===== config.mk =====
export PLATFORM = sky130hd
export DESIGN_NAME = spm_dma
export DESIGN_NICKNAME = d
export VERILOG_FILES = /design/src/rtl/spm_dma.sv
export SDC_FILE = /design/constraint.sdc
export NUM_CORES = 1
export LEC_CHECK = 0
export ABC_CLOCK_PERIOD_IN_PS = 2300
export BUFFER_PORTS_ARGS = -buffer_cell sky130_fd_sc_hd__buf_2
export CAP_MARGIN = 25
export CORE_UTILIZATION = 45
export CTS_BUF_LIST = sky130_fd_sc_hd__clkbuf_4
export DETAILED_ROUTE_END_ITERATION = 10
export PLACE_DENSITY = 0.75
export REMOVE_ABC_BUFFERS = 1
export SYNTH_ARGS = -nofsm -noshare
export SYNTH_HDL_FRONTEND = slang
export SYNTH_SLANG_ARGS = --single-unit

===== constraint.sdc =====
create_clock -name clk -period 2.3 [get_ports clk]
set_clock_uncertainty 0.2 [all_clocks]
set_input_delay 0.46 -clock clk [delete_from_list [all_inputs] [get_ports clk]]
set_output_delay 0.46 -clock clk [all_outputs]
set_load 0.02 [all_outputs]

===== src/rtl/spm_dma.sv =====
// spm_dma: block-copy initiator on the MEM-side scratchpad port; MEM stage grants access via spm_gnt.
// Optional fill mode (constant pattern writes) is compiled in when SPM_DMA_FILL_EN is defined.
module spm_dma #(
  parameter int ADDR_W = 12,
  parameter int DATA_W = 32
) (
  input  logic              clk,
  input  logic              reset_,
  input  logic              cfg_start,
  input  logic [ADDR_W-1:0] cfg_src,
  input  logic [ADDR_W-1:0] cfg_dst,
  input  logic [ADDR_W:0]   cfg_len,
`ifdef SPM_DMA_FILL_EN
  input  logic              cfg_fill,
  input  logic [DATA_W-1:0] cfg_pattern,
`endif
  output logic              busy,
  output logic              done,
  input  logic              spm_gnt,
  output logic [ADDR_W-1:0] spm_addr,
  output logic              spm_as_,
  output logic              spm_rw,
  output logic [DATA_W-1:0] spm_wr_data,
  input  logic [DATA_W-1:0] spm_rd_data
);

  typedef enum logic [2:0] {S_IDLE, S_RD, S_LAT, S_WR, S_DONE} state_t;

  state_t              state_q, state_d;
  logic [ADDR_W-1:0]   sp_q, sp_d;
  logic [ADDR_W-1:0]   dp_q, dp_d;
  logic [ADDR_W:0]     cnt_q, cnt_d;
  logic [DATA_W-1:0]   hold_q, hold_d;
  logic                fill_q, fill_d;
  logic                start_fill;
  logic [DATA_W-1:0]   start_hold;

`ifdef SPM_DMA_FILL_EN
  assign start_fill = cfg_fill;
  assign start_hold = cfg_pattern;
`else
  assign start_fill = 1'b0;
  assign start_hold = '0;
`endif

  always_ff @(posedge clk or negedge reset_) begin
    if (!reset_) begin
      state_q <= S_IDLE;
      sp_q    <= '0;
      dp_q    <= '0;
      cnt_q   <= '0;
      hold_q  <= '0;
      fill_q  <= 1'b0;
    end else begin
      state_q <= state_d;
      sp_q    <= sp_d;
      dp_q    <= dp_d;
      cnt_q   <= cnt_d;
      hold_q  <= hold_d;
      fill_q  <= fill_d;
    end
  end

  // Strobes are decoded from state and grant so the port is released the same cycle grant drops.
  always_comb begin
    state_d     = state_q;
    sp_d        = sp_q;
    dp_d        = dp_q;
    cnt_d       = cnt_q;
    hold_d      = hold_q;
    fill_d      = fill_q;
    busy        = 1'b0;
    done        = 1'b0;
    spm_as_     = 1'b1;
    spm_rw      = 1'b1;
    spm_addr    = '0;
    spm_wr_data = '0;
    case (state_q)
      S_IDLE: begin
        if (cfg_start) begin
          sp_d   = cfg_src;
          dp_d   = cfg_dst;
          cnt_d  = cfg_len;
          fill_d = start_fill;
          if (start_fill) hold_d = start_hold;
          if (cfg_len == '0)   state_d = S_DONE;
          else if (start_fill) state_d = S_WR;
          else                 state_d = S_RD;
        end
      end
      S_RD: begin
        busy = 1'b1;
        if (spm_gnt) begin
          spm_as_  = 1'b0;
          spm_addr = sp_q;
          state_d  = S_LAT;
        end
      end
      S_LAT: begin
        busy    = 1'b1;
        hold_d  = spm_rd_data;
        state_d = S_WR;
      end
      S_WR: begin
        busy = 1'b1;
        if (spm_gnt) begin
          spm_as_     = 1'b0;
          spm_rw      = 1'b0;
          spm_addr    = dp_q;
          spm_wr_data = hold_q;
          sp_d        = sp_q + ADDR_W'(1);
          dp_d        = dp_q + ADDR_W'(1);
          cnt_d       = cnt_q - (ADDR_W+1)'(1);
          if (cnt_q == (ADDR_W+1)'(1)) state_d = S_DONE;
          else if (fill_q)             state_d = S_WR;
          else                         state_d = S_RD;
        end
      end
      S_DONE: begin
        done    = 1'b1;
        state_d = S_IDLE;
      end
      default: state_d = S_IDLE;
    endcase
  end

endmodule


* Word level (Yosys, flattened, before mapping)
Cells that the tools add are included.
Storage, ports and cells: register bits 72, bits in latches 0, bits in writable memories 0, bits in read-only memories 0, bits of input ports 73, output and inout port bits 48, logic and storage cells 48, memories kept 0
Operators by class: add/sub/neg operators 3, multipliers 0, div/mod/pow operators 0, $lt $le $gt $ge 0, equal/unequal tests 8, shifts and indexed selects 0, multiplexer cells 25, bitwise gates (word level) 0, reductions and logical operators 7
Operator list (number):
- 12-bit 2-to-1 mux | 6
- 12-bit one-hot mux with 2 select lines | 3
- 32-bit 2-to-1 mux | 2
- 13-bit 2-to-1 mux | 2
- 13-bit one-hot mux with 2 select lines | 1
- 12-bit by 1-bit adder with 12-bit output (second input constant) | 2
- 3-bit 2-to-1 mux | 5
- 13-bit by 1-bit == test with 1-bit output (second input constant) | 1
- 13-bit zero test | 1
- 13-bit by 1-bit subtractor with 13-bit output (second input constant) | 1
- 3-bit one-hot mux with 4 select lines | 1
- 3-bit by 2-bit == test with 1-bit output (second input constant) | 2
- 2-bit inequality test (second input constant) | 3
- 3-bit AND reduction | 2
- 1-bit 2-to-1 mux | 5
- 3-bit by 1-bit == test with 1-bit output (second input constant) | 1
- 3-bit == test (second input constant) | 1
- 3-bit zero test | 1
- 3-bit OR reduction | 1
- 2-bit nonzero test | 1
- 2-bit OR reduction | 1

* Depth between registers and ports, before layout
Gate-level depths: netlist of run 1.
depth after elaboration 4, depth in mapped cells 8, gate-level depth less buffers 6

* Least setup slack after synthesis of run 1
Ideal clock, no wire load.
path kind flip-flop to output port, start point register state_q[0], end point output port spm_wr_data[0], data arrival time 1.576 ns, data required time 1.640 ns, setup slack 0.064 ns, cell stages (with the launch flop) 6, path buffers 2, cells stage by stage dfrtp_1 -> buf_6 -> or3b_4 -> a21oi_4 -> buf_2 -> and3_1
On the way: word-level cells in the longest chain between the ends 2
RTL lines:
- from (decl) | RTL line 29 | state_t state_q, state_d;
- from (signal assigned) | RTL line 55 | state_q <= state_d;
- 3-bit by 2-bit == test with 1-bit output | RTL line 78 | case (state_q)
- 32-bit 2-to-1 mux | RTL line 78
- to (decl) | RTL line 23 | output logic [DATA_W-1:0] spm_wr_data,
Every way passes these cells.

* Final worst setup path of run 1
start point register state_q[1], end point output port spm_wr_data[18]
Same word-level chain as after synthesis.

==> impl_metrics.py, run 1 <==
metrics = {
    "power": {
        "intPower_mw": 4.10,
        "switchingPower_mw": 3.26,
        "clkPwrFrac_pct": 11.1,
        "power_per_cell_area_mw_per_mm2": 1380,
        "power_frac_comb_pct": 54.8,
        "seqPwrFrac_pct": 34.0,
        "leakage_nw": 2.43,
        "ir_worst_vdd_v": 0.000596,
        "switching_share_pct": 44.3,
    },
    "grt": {
        "grt_pass1_wl_um": 18600,
        "grt_antenna_before_repair": 0,
        "grt_pass1_vias": 3768,
        "grt_max_degree": 73,
        "overflow": 0,
        "track_usage_pct": 23.8,
    },
    "setup_path": {
        "startpoint_type": "register",
        "crit_path_max_fanout": 34,
        "worstSetupStartpoint": "state_q[1]$_DFFE_PN0P_",
        "crit_path_end_kind": "output pin",
        "crit_type": "reg2out",
        "critical_path_arrival_ns": 1.97,
        "required_ns": 1.64,
        "worst-r2r-cell-count": 6,
        "reg2reg_from": "cnt_q[0]$_DFFE_PN0P_",
    },
    "clock_network": {
        "cts_made_buffers": 9,
        "cts-root-buf": "clkbuf_4",
        "insertion_delay_ns": 0.41,
        "cts_max_path_buffers": 2,
        "clock_sinks": 72,
        "h-tree-depth": 3,
        "path_clk_slew_ns": 0.14,
        "tritoncts": "built",
    },
    "route": {
        "highest_layer": "met4",
        "wire_per_inst_um": 16.8,
        "drt_iter0_drc": 247,
        "routed_wl_um": 11200,
        "ant_nets": 0,
        "dr.pass1.iters": 5,
        "vias_per_cell": 5.77,
        "dr_wl_met2_um": 5340,
        "drc": 0,
        "vias": 3845,
        "wl_met3_um": 739,
        "wl_met1_um": 5020,
    },
    "synth": {
        "synth_cell_type_count": 56,
        "synth_edf_count": 0,
        "synth-simple-area-share_pct": 21.2,
        "yosys_warnings": 0,
        "synthMuxAreaShare_pct": 11.9,
        "synth_seq_cells": 72,
        "syn_area_sq_mm": 0.00421,
        "ys.flop_type": "dfrtp_1",
        "ys_seq_area_share_pct": 42.8,
        "synth_compound_area_share_pct": 17.6,
        "async_flop_share_pct": 100,
        "synthAdderAreaFrac_pct": 1.19,
        "synth_area_per_cell_sq_um": 9.62,
        "synth_top_family_by_area": "simple AND/OR/NAND/NOR gates",
        "synthCells": 437,
        "synth-xor-area-share_pct": 0.208,
    },
    "cells_and_area": {
        "finalNetCount": 630,
        "instances_no_fill": 666,
        "syn_to_final_growth_pct": 27.0,
        "drive_above_1_share_pct": 40.3,
        "final_common_cell": "buf_2",
        "layout_common_cells": "78 x buf_2, 72 x dfrtp_1, 49 x buf_4, 33 x and3_1, 32 x mux2_2",
        "antenna_cells_inserted": 0,
    },
    "place": {
        "gp_congestion": 0.846,
        "dp.cells": 646,
        "dp_hpwl_um": 7280,
        "portBuffers": 120,
        "dp_slack_ns": -0.0292,
    },
    "min_path": {
        "hold_start": "spm_rd_data[18]",
        "hp-class": "in2reg",
        "whs_path_depth": 2,
    },
    "sta": {
        "maxSlewViolCount": 0,
        "tightest_slew_ns": 0.538,
        "fmax_ghz": 0.381,
        "hold_viol": 0,
        "setup_slack_ns": -0.326,
        "final.min_clock_period_ns": 2.63,
        "setup_violations": 33,
        "period_share_pct": 114,
        "rsz0062_at_grt": "yes",
        "relSlewSlack_pct": 63.8,
    },
    "flow_run": {
        "drv_cap": 0,
    },
    "die": {
        "io_pins": 121,
        "dieArea_sq_mm": 0.00974,
        "core-area_sq_mm": 0.00889,
        "die_x_um": 98.7,
        "start_util_pct": 47.3,
        "rows": 34,
        "die_h_um": 98.7,
    },
    "outcome": {
        "violations": "negative setup slack",
        "status": "complete, but fails checks",
    },
}
==> worst max-delay path, cell delays in order (launching register included) <==
cell	delay, ns
dfrtp_1	0.42
or3b_4	0.44
a21oi_4	0.18
buf_12	0.18
and3_4	0.20
buf_4	0.13
==> metrics by stage <==
step	power (mW)	utilization [%]	instance area (sq um)	hold WS (ns)	setup TNS, ns
after global routing	7.90	60.1	5340	0.0346	-13.97
after detailed placement	6.19	55.7	4950	0.287	-0.524
after global placement	6.06	55.7	4950	0.283	0
final	7.36	60.1	5340	0.0645	-9.80
after floorplan	4.95	-	4000	-0.0356	-88.35
after CTS	7.28	59.8	5320	0.0508	-10.95
==> synthesized netlist by cell type (12+ instances only) <==
master     n  share of area [%]
mux2_2    32                8.6
nor2_1    33                2.9
nand3_1   16                1.9
mux2i_1   14                3.3
clkbuf_1  12                1.1
nand2_1   27                2.4
buf_2     19                2.3
and3_1    35                5.2
dfrtp_1   72                 43
o21ai_0   24                2.9
a21oi_1   29                3.5
==> final timing paths <==
check,to,slack [ns]
min in group asynchronous,hold_q[0]$_DFFE_PN0P_,0.39
worst min-delay path,hold_q[18]$_DFFE_PN0P_,0.06
max in group asynchronous,cnt_q[11]$_DFFE_PN0P_,1.15
worst max register to register,cnt_q[12]$_DFFE_PN0P_,0.21
worst min register to register,hold_q[23]$_DFFE_PN0P_,0.32
worst max-delay path,spm_wr_data[18],-0.33
==> cell families (layout without fill, tap and decap cells) <==
family | Yosys count | count (layout)
simple gates | 164 | 165
compound gates | 110 | 110
flops | 72 | 72
mux | 46 | 46
buf+inv | 40 | 160
fa+ha+maj | 4 | 4
xor+xnor | 1 | 1
==> state kept, by name, summed over array words and instances, names as in the netlist <==
| signal | cells |
|---|---|
| cnt_q | 13 |
| dp_q | 12 |
| hold_q | 32 |
| sp_q | 12 |
| state_q | 3 |
==> power by group through the flow <==
stage               clock, mW  combinational [mW]  sequential [mW]
floorplan                   0                2.57             2.38
finish                  0.820                4.04             2.51
CTS                     0.834                3.98             2.47
global route            0.898                4.40             2.60
detailed placement          0                3.71             2.48
global placement            0                3.59             2.47
==> cell type report <==
type,instances,area (sq um)
fill,734,3550
multi-input combinational,326,2290
sequential,72,1800
timing repair buffer,142,970
tap,108,135
clock inverter,7,70.1
clock buffer,9,67.6
inverter,2,7.51
==> repair_timing <==
action	in CTS	in global routing
endpoints found under the hold margin	72	0
cloned	1	0
setup endpoints to repair	46	46
resized for setup	63	11
setup buffers	3	0
hold buffers	1	0
pin swaps	9	3
==> metal layers <==
layer	track usage [%]	vias to the layer above
met2	38.5	157
met1	31.8	1832
met5	0	-
met4	7.69	0
met3	5.39	10
li1	-	1846
(Power assumes the default switching activity.)
==> run 2: changes to the inputs <==
Settings changed: BUFFER_PORTS_ARGS -buffer_cell sky130_fd_sc_hd__buf_2 to default, DONT_BUFFER_PORTS from default to 1, MAX_ROUTING_LAYER from default to met4, PLACE_DENSITY 0.75 to 0.64.
==> run 2 against run 1 <==
The flow still finishes with violations (negative setup slack). Critical path depth unchanged. First-iteration DRC count decreased by 11%. Sequential share of layout area increased by 0.66 points. Largest cell class unchanged. Worst setup slack improved by 0.066 ns. Register-to-register slack got worse by 0.08 ns. Worst hold slack got worse by 0.029 ns.
==> impl_metrics.py, run 2 (synthesis gave the netlist of run 1 again) <==
metrics = {
    "cells_and_area": {
        "instances_no_fill": 598,
        "largest-register": "hold_q",
        "reg.largest.list": "hold_q: 32 flops, cnt_q: 13 flops",
        "final_common_cell": "dfrtp_1",
        "syn_to_final_growth_pct": 24.6,
        "final_area_sq_mm": 0.00524,
        "final_core_util_pct": 58.9,
        "layout_common_cells": "72 x dfrtp_1, 37 x dlygate4sd3_1, 32 x and3_4, 32 x mux2_2, 29 x a21oi_1",
        "finalNetCount": 562,
        "drive_above_1_share_pct": 29.9,
        "largest_reg_flops": 32,
    },
    "die": {
        "io_pins": 121,
        "die_x_um": 98.7,
        "start_util_pct": 47.3,
        "core-area_sq_mm": 0.00889,
        "dieArea_sq_mm": 0.00974,
        "rows": 34,
        "die_h_um": 98.7,
    },
    "sta": {
        "final.setup.tns_ns": -8.09,
        "setup_violations": 33,
        "relSlewSlack_pct": 66.0,
        "fmax_ghz": 0.391,
        "hold_viol": 0,
        "rsz0062_at_grt": "yes",
        "setup_slack_ns": -0.260,
        "hold-worst-slack_ns": 0.0353,
        "final.min_clock_period_ns": 2.56,
        "period_share_pct": 111,
        "tightest_slew_ns": 0.505,
        "maxSlewViolCount": 0,
    },
    "clock_network": {
        "cts_made_buffers": 9,
        "tritoncts": "built",
        "h-tree-depth": 3,
        "cts-root-buf": "clkbuf_4",
        "cts_max_path_buffers": 2,
        "insertion_delay_ns": 0.40,
        "path_clk_slew_ns": 0.12,
        "clock_sinks": 72,
    },
    "route": {
        "ant_nets": 0,
        "drc": 0,
        "vias": 3644,
        "vias_per_cell": 6.09,
        "dr.pass1.iters": 4,
        "wire_per_inst_um": 18.4,
        "drt_iter0_drc": 219,
        "routed_wl_um": 11000,
    },
    "power": {
        "ir_worst_vdd_v": 0.000626,
        "leakage_nw": 2.07,
        "power_per_cell_area_mw_per_mm2": 1400,
    },
    "min_path": {
        "hp-class": "in2reg",
    },
    "setup_path": {
        "required_ns": 1.64,
        "crit_path_max_fanout": 13,
        "crit_path_frequent_cell": "buf_12",
        "crit_path_end_kind": "output pin",
        "cp_cell_sequence": "or3b_4, a21oi_4, buf_12, buf_12, and3_4",
        "startpoint_type": "register",
        "cpPeakStageDelay_ns": 0.44,
        "crit_type": "reg2out",
        "critical_path_arrival_ns": 1.90,
        "slowest_stage": "dfrtp_1",
    },
    "place": {
        "portBuffers": 0,
        "gp_congestion": 0.831,
        "placed_area_sq_mm": 0.00443,
        "dp_hpwl_um": 7110,
        "dp.cells": 539,
    },
    "grt": {
        "track_usage_pct": 24.6,
        "grt_antenna_before_repair": 1,
        "grt_max_degree": 73,
        "grt_pass1_vias": 3580,
        "grt_pass1_wl_um": 18300,
        "overflow": 0,
    },
    "outcome": {
        "status": "complete, but fails checks",
        "violations": "negative setup slack",
    },
    "flow_run": {
        "drv_cap": 0,
    },
}
run 2: cell count changes in the layout (fill, tap and decap cells not counted), moves of 2 or more:
cell           delta
buf_2            -78
dlygate4sd3_1    +36
and3_1           -30
and3_4           +30
buf_4            -22
buf_6             -6
nor2_4            -5
nor2_2            +4
mux2i_1           +3
mux2i_2           -3
buf_16            +2
clkinv_2          -2
clkinvlp_4        +2
nand2_2           +2
run 2: report_power, final:
part | internal [mW] | leakage (nW) | switching, mW
clock | 0.320 | 0.0615 | 0.450
combinational | 1.89 | 1.18 | 2.15
sequential | 1.90 | 0.837 | 0.626
run 2: through the flow:
step	power, mW	setup WS (ns)
floorplan	4.95	-1.25
global placement	5.97	0.0895
detailed placement	6.09	0.0729
CTS	7.24	-0.282
global route	7.90	-0.327
finish	7.34	-0.260
run 2: repair_timing:
item / in CTS / in global routing
hold buffers: 38 / 0
hold endpoints to repair: 108 / 0
buffers inserted: 2 / 2
setup endpoints to repair: 45 / 45
gates cloned: 1 / 0
pin swaps: 8 / 4
gates resized for setup: 67 / 13
run 2: routing by layer:
metal	GRT usage (%)	share of wire, %	vias up
met1	32.2	44	1765
li1	-	-	1717
met4	10.3	1.7	0
met2	37.3	47	143
met3	4.89	7.0	19
met5	-	0	-
run 2: final cells by class:
| type | count | area (sq um) |
|---|---|---|
| inverter | 2 | 7.51 |
| timing repair buffer | 75 | 782 |
| antenna | 1 | 2.50 |
| sequential | 72 | 1800 |
| clock buffer | 9 | 67.6 |
| clock inverter | 6 | 61.3 |
| fill | 728 | 3650 |
| tap | 108 | 135 |
| multi-input combinational | 325 | 2380 |
run 2: critical path: cells and delay by family (launching register included):
kind / cells / cell delay [ns]
DFF: 1 / 0.44
and+or+nand+nor: 2 / 0.64
AOI/OAI and AO/OA: 1 / 0.15
buffers and inverters: 2 / 0.27
run 2: final timing paths:
kind	start	to	slack, ns	cells past startpoint
setup / recovery	state_q[1]$_DFFE_PN0P_	spm_wr_data[2]	-0.26	5
hold reg to reg	hold_q[14]$_DFFE_PN0P_	hold_q[14]$_DFFE_PN0P_	0.32	1
hold / removal	cfg_len[3]	cnt_q[3]$_DFFE_PN0P_	0.04	2
setup reg to reg	cnt_q[1]$_DFFE_PN0P_	cnt_q[10]$_DFFE_PN0P_	0.13	6
min in group asynchronous	reset_	hold_q[15]$_DFFE_PN0P_	0.39	2
max in group asynchronous	reset_	cnt_q[0]$_DFFE_PN0P_	1.21	2
==> run 3: changes to the inputs <==
Settings changed: CORE_MARGIN from default to 3, CORE_UTILIZATION 45 to 59, PLACE_DENSITY 0.64 to 0.79.
==> run 3 against run 2 <==
The run still ends with negative setup slack left. Critical path depth did not move. Worst setup slack improved by 0.021 ns. Global-route usage rose by 4.6 points. Combinational power barely moved. Largest power group unchanged. Highest routed layer unchanged.
==> impl_metrics.py, run 3 (synthesis gave the netlist of run 1 again) <==
metrics = {
    "grt": {
        "grt_pass1_wl_um": 18900,
        "track_usage_pct": 29.2,
        "grt_max_degree": 73,
        "overflow": 0,
        "grt_antenna_before_repair": 0,
        "grt_pass1_vias": 3706,
    },
    "clock_network": {
        "cts-root-buf": "clkbuf_4",
        "path_clk_slew_ns": 0.12,
        "h-tree-depth": 3,
        "clock_sinks": 72,
        "cts_max_path_buffers": 2,
        "tritoncts": "built",
        "cts_made_buffers": 9,
        "insertion_delay_ns": 0.39,
    },
    "setup_path": {
        "startpoint_type": "register",
        "cpPeakStageDelay_ns": 0.42,
        "crit_path_end_kind": "output pin",
        "cp_cell_sequence": "or3b_4, a21oi_4, buf_4, buf_16, and3_4",
        "critical_path.top_delay_family": "simple AND/OR/NAND/NOR gates",
        "slowest_stage": "or3b_4",
        "crit_type": "reg2out",
        "crit_path_max_fanout": 14,
        "required_ns": 1.64,
        "critPathBufInv": 2,
        "critical_path_arrival_ns": 1.88,
    },
    "power": {
        "ir_worst_vdd_v": 0.000834,
        "leakage_nw": 2.08,
        "power_mw": 7.40,
        "power_per_cell_area_mw_per_mm2": 1420,
    },
    "sta": {
        "relSlewSlack_pct": 63.2,
        "fmax_ghz": 0.394,
        "final.min_clock_period_ns": 2.54,
        "rsz0062_at_grt": "yes",
        "hold_viol": 0,
        "setup_slack_ns": -0.239,
        "period_share_pct": 110,
        "maxSlewViolCount": 0,
        "setup_violations": 41,
        "tightest_slew_ns": 0.548,
        "hold-worst-slack_ns": 0.0277,
    },
    "cells_and_area": {
        "largest_reg_flops": 32,
        "finalNetCount": 562,
        "instances_no_fill": 585,
        "final_common_cell": "dfrtp_1",
        "antenna_cells_inserted": 0,
        "drive_above_1_share_pct": 30.3,
        "syn_to_final_growth_pct": 23.7,
        "final_area_sq_mm": 0.00520,
        "largest-register": "hold_q",
        "layout_common_cells": "72 x dfrtp_1, 34 x dlygate4sd3_1, 32 x and3_4, 32 x mux2_2, 30 x buf_4",
        "reg.largest.list": "hold_q: 32 flops, cnt_q: 13 flops",
    },
    "route": {
        "drt_iter0_drc": 303,
        "routed_wl_um": 11500,
        "drc": 0,
        "wire_per_inst_um": 19.6,
        "vias": 3672,
        "vias_per_cell": 6.28,
        "ant_nets": 0,
        "dr.pass1.iters": 5,
    },
    "die": {
        "die_x_um": 90.4,
        "dieArea_sq_mm": 0.00818,
        "core-area_sq_mm": 0.00687,
        "die_h_um": 90.4,
        "io_pins": 121,
        "start_util_pct": 61.2,
        "rows": 30,
    },
    "place": {
        "portBuffers": 0,
        "dp_hpwl_um": 6980,
        "placed_area_sq_mm": 0.00439,
        "dp_slack_ns": 0.0737,
        "dp.cells": 525,
        "gp_congestion": 0.891,
    },
    "outcome": {
        "violations": "negative setup slack",
        "status": "complete, but fails checks",
    },
    "min_path": {
        "hp-class": "in2reg",
    },
    "flow_run": {
        "drv_cap": 0,
    },
}
## run 3: changes by cell type in the layout (fill, tap and decap cells not counted), moves of 2 or more
cell           change
buf_12             -3
buf_4              +3
dlygate4sd3_1      -3
clkbuf_4           +2
clkinvlp_4         -2
nor2_1             +2
nor2_2             -2
## run 3: metrics by stage
step                setup TNS (ns)  utilization (%)
floorplan                   -88.35                -
global route                -10.90             75.7
CTS                          -8.45             75.0
finish                       -7.91             75.7
detailed placement               0             63.9
global placement                 0             63.9
## run 3: power breakdown
group / switching (mW) / internal [mW] / leakage (nW)
Clock: 0.440 / 0.346 / 0.0704
Sequential: 0.649 / 1.90 / 0.837
Combinational: 2.18 / 1.89 / 1.17
## run 3: timing repair
action                                  in CTS  in global routing
setup buffers                                5                  1
cloned                                       2                  2
hold endpoints to repair                   105                  0
hold buffers                                35                  0
pin swaps                                   31                  2
endpoints found under the setup margin      45                 45
resized for setup                           75                  3
## run 3: cell type report
| type | instances | area [sq um] |
|---|---|---|
| Clock buffer | 11 | 82.6 |
| Fill cell | 470 | 1670 |
| Sequential cell | 72 | 1800 |
| Multi-Input combinational cell | 326 | 2390 |
| Inverter | 2 | 7.51 |
| Tap cell | 96 | 120 |
| Timing Repair Buffer | 74 | 754 |
| Clock inverter | 4 | 46.3 |
## run 3: final timing paths
path	startpoint	endpoint	slack, ns	depth (start not counted)
min	spm_rd_data[16]	hold_q[16]$_DFFE_PN0P_	0.03	1
min in group asynchronous	reset_	dp_q[6]$_DFFE_PN0P_	0.40	2
min reg2reg	hold_q[31]$_DFFE_PN0P_	hold_q[31]$_DFFE_PN0P_	0.32	1
max reg2reg	state_q[0]$_DFFE_PN0P_	sp_q[0]$_DFFE_PN0P_	0.09	7
max	state_q[0]$_DFFE_PN0P_	spm_wr_data[9]	-0.24	5
max in group asynchronous	reset_	hold_q[3]$_DFFE_PN0P_	1.20	2
## run 3: metal layers
layer | GRT usage, % | vias up | part of all wire [%]
met3 | 6.33 | 32 | 8.4
met2 | 44.1 | 183 | 46
met4 | 10.7 | 0 | 3.1
met5 | - | - | 0
li1 | - | 1714 | -
met1 | 38.9 | 1743 | 42
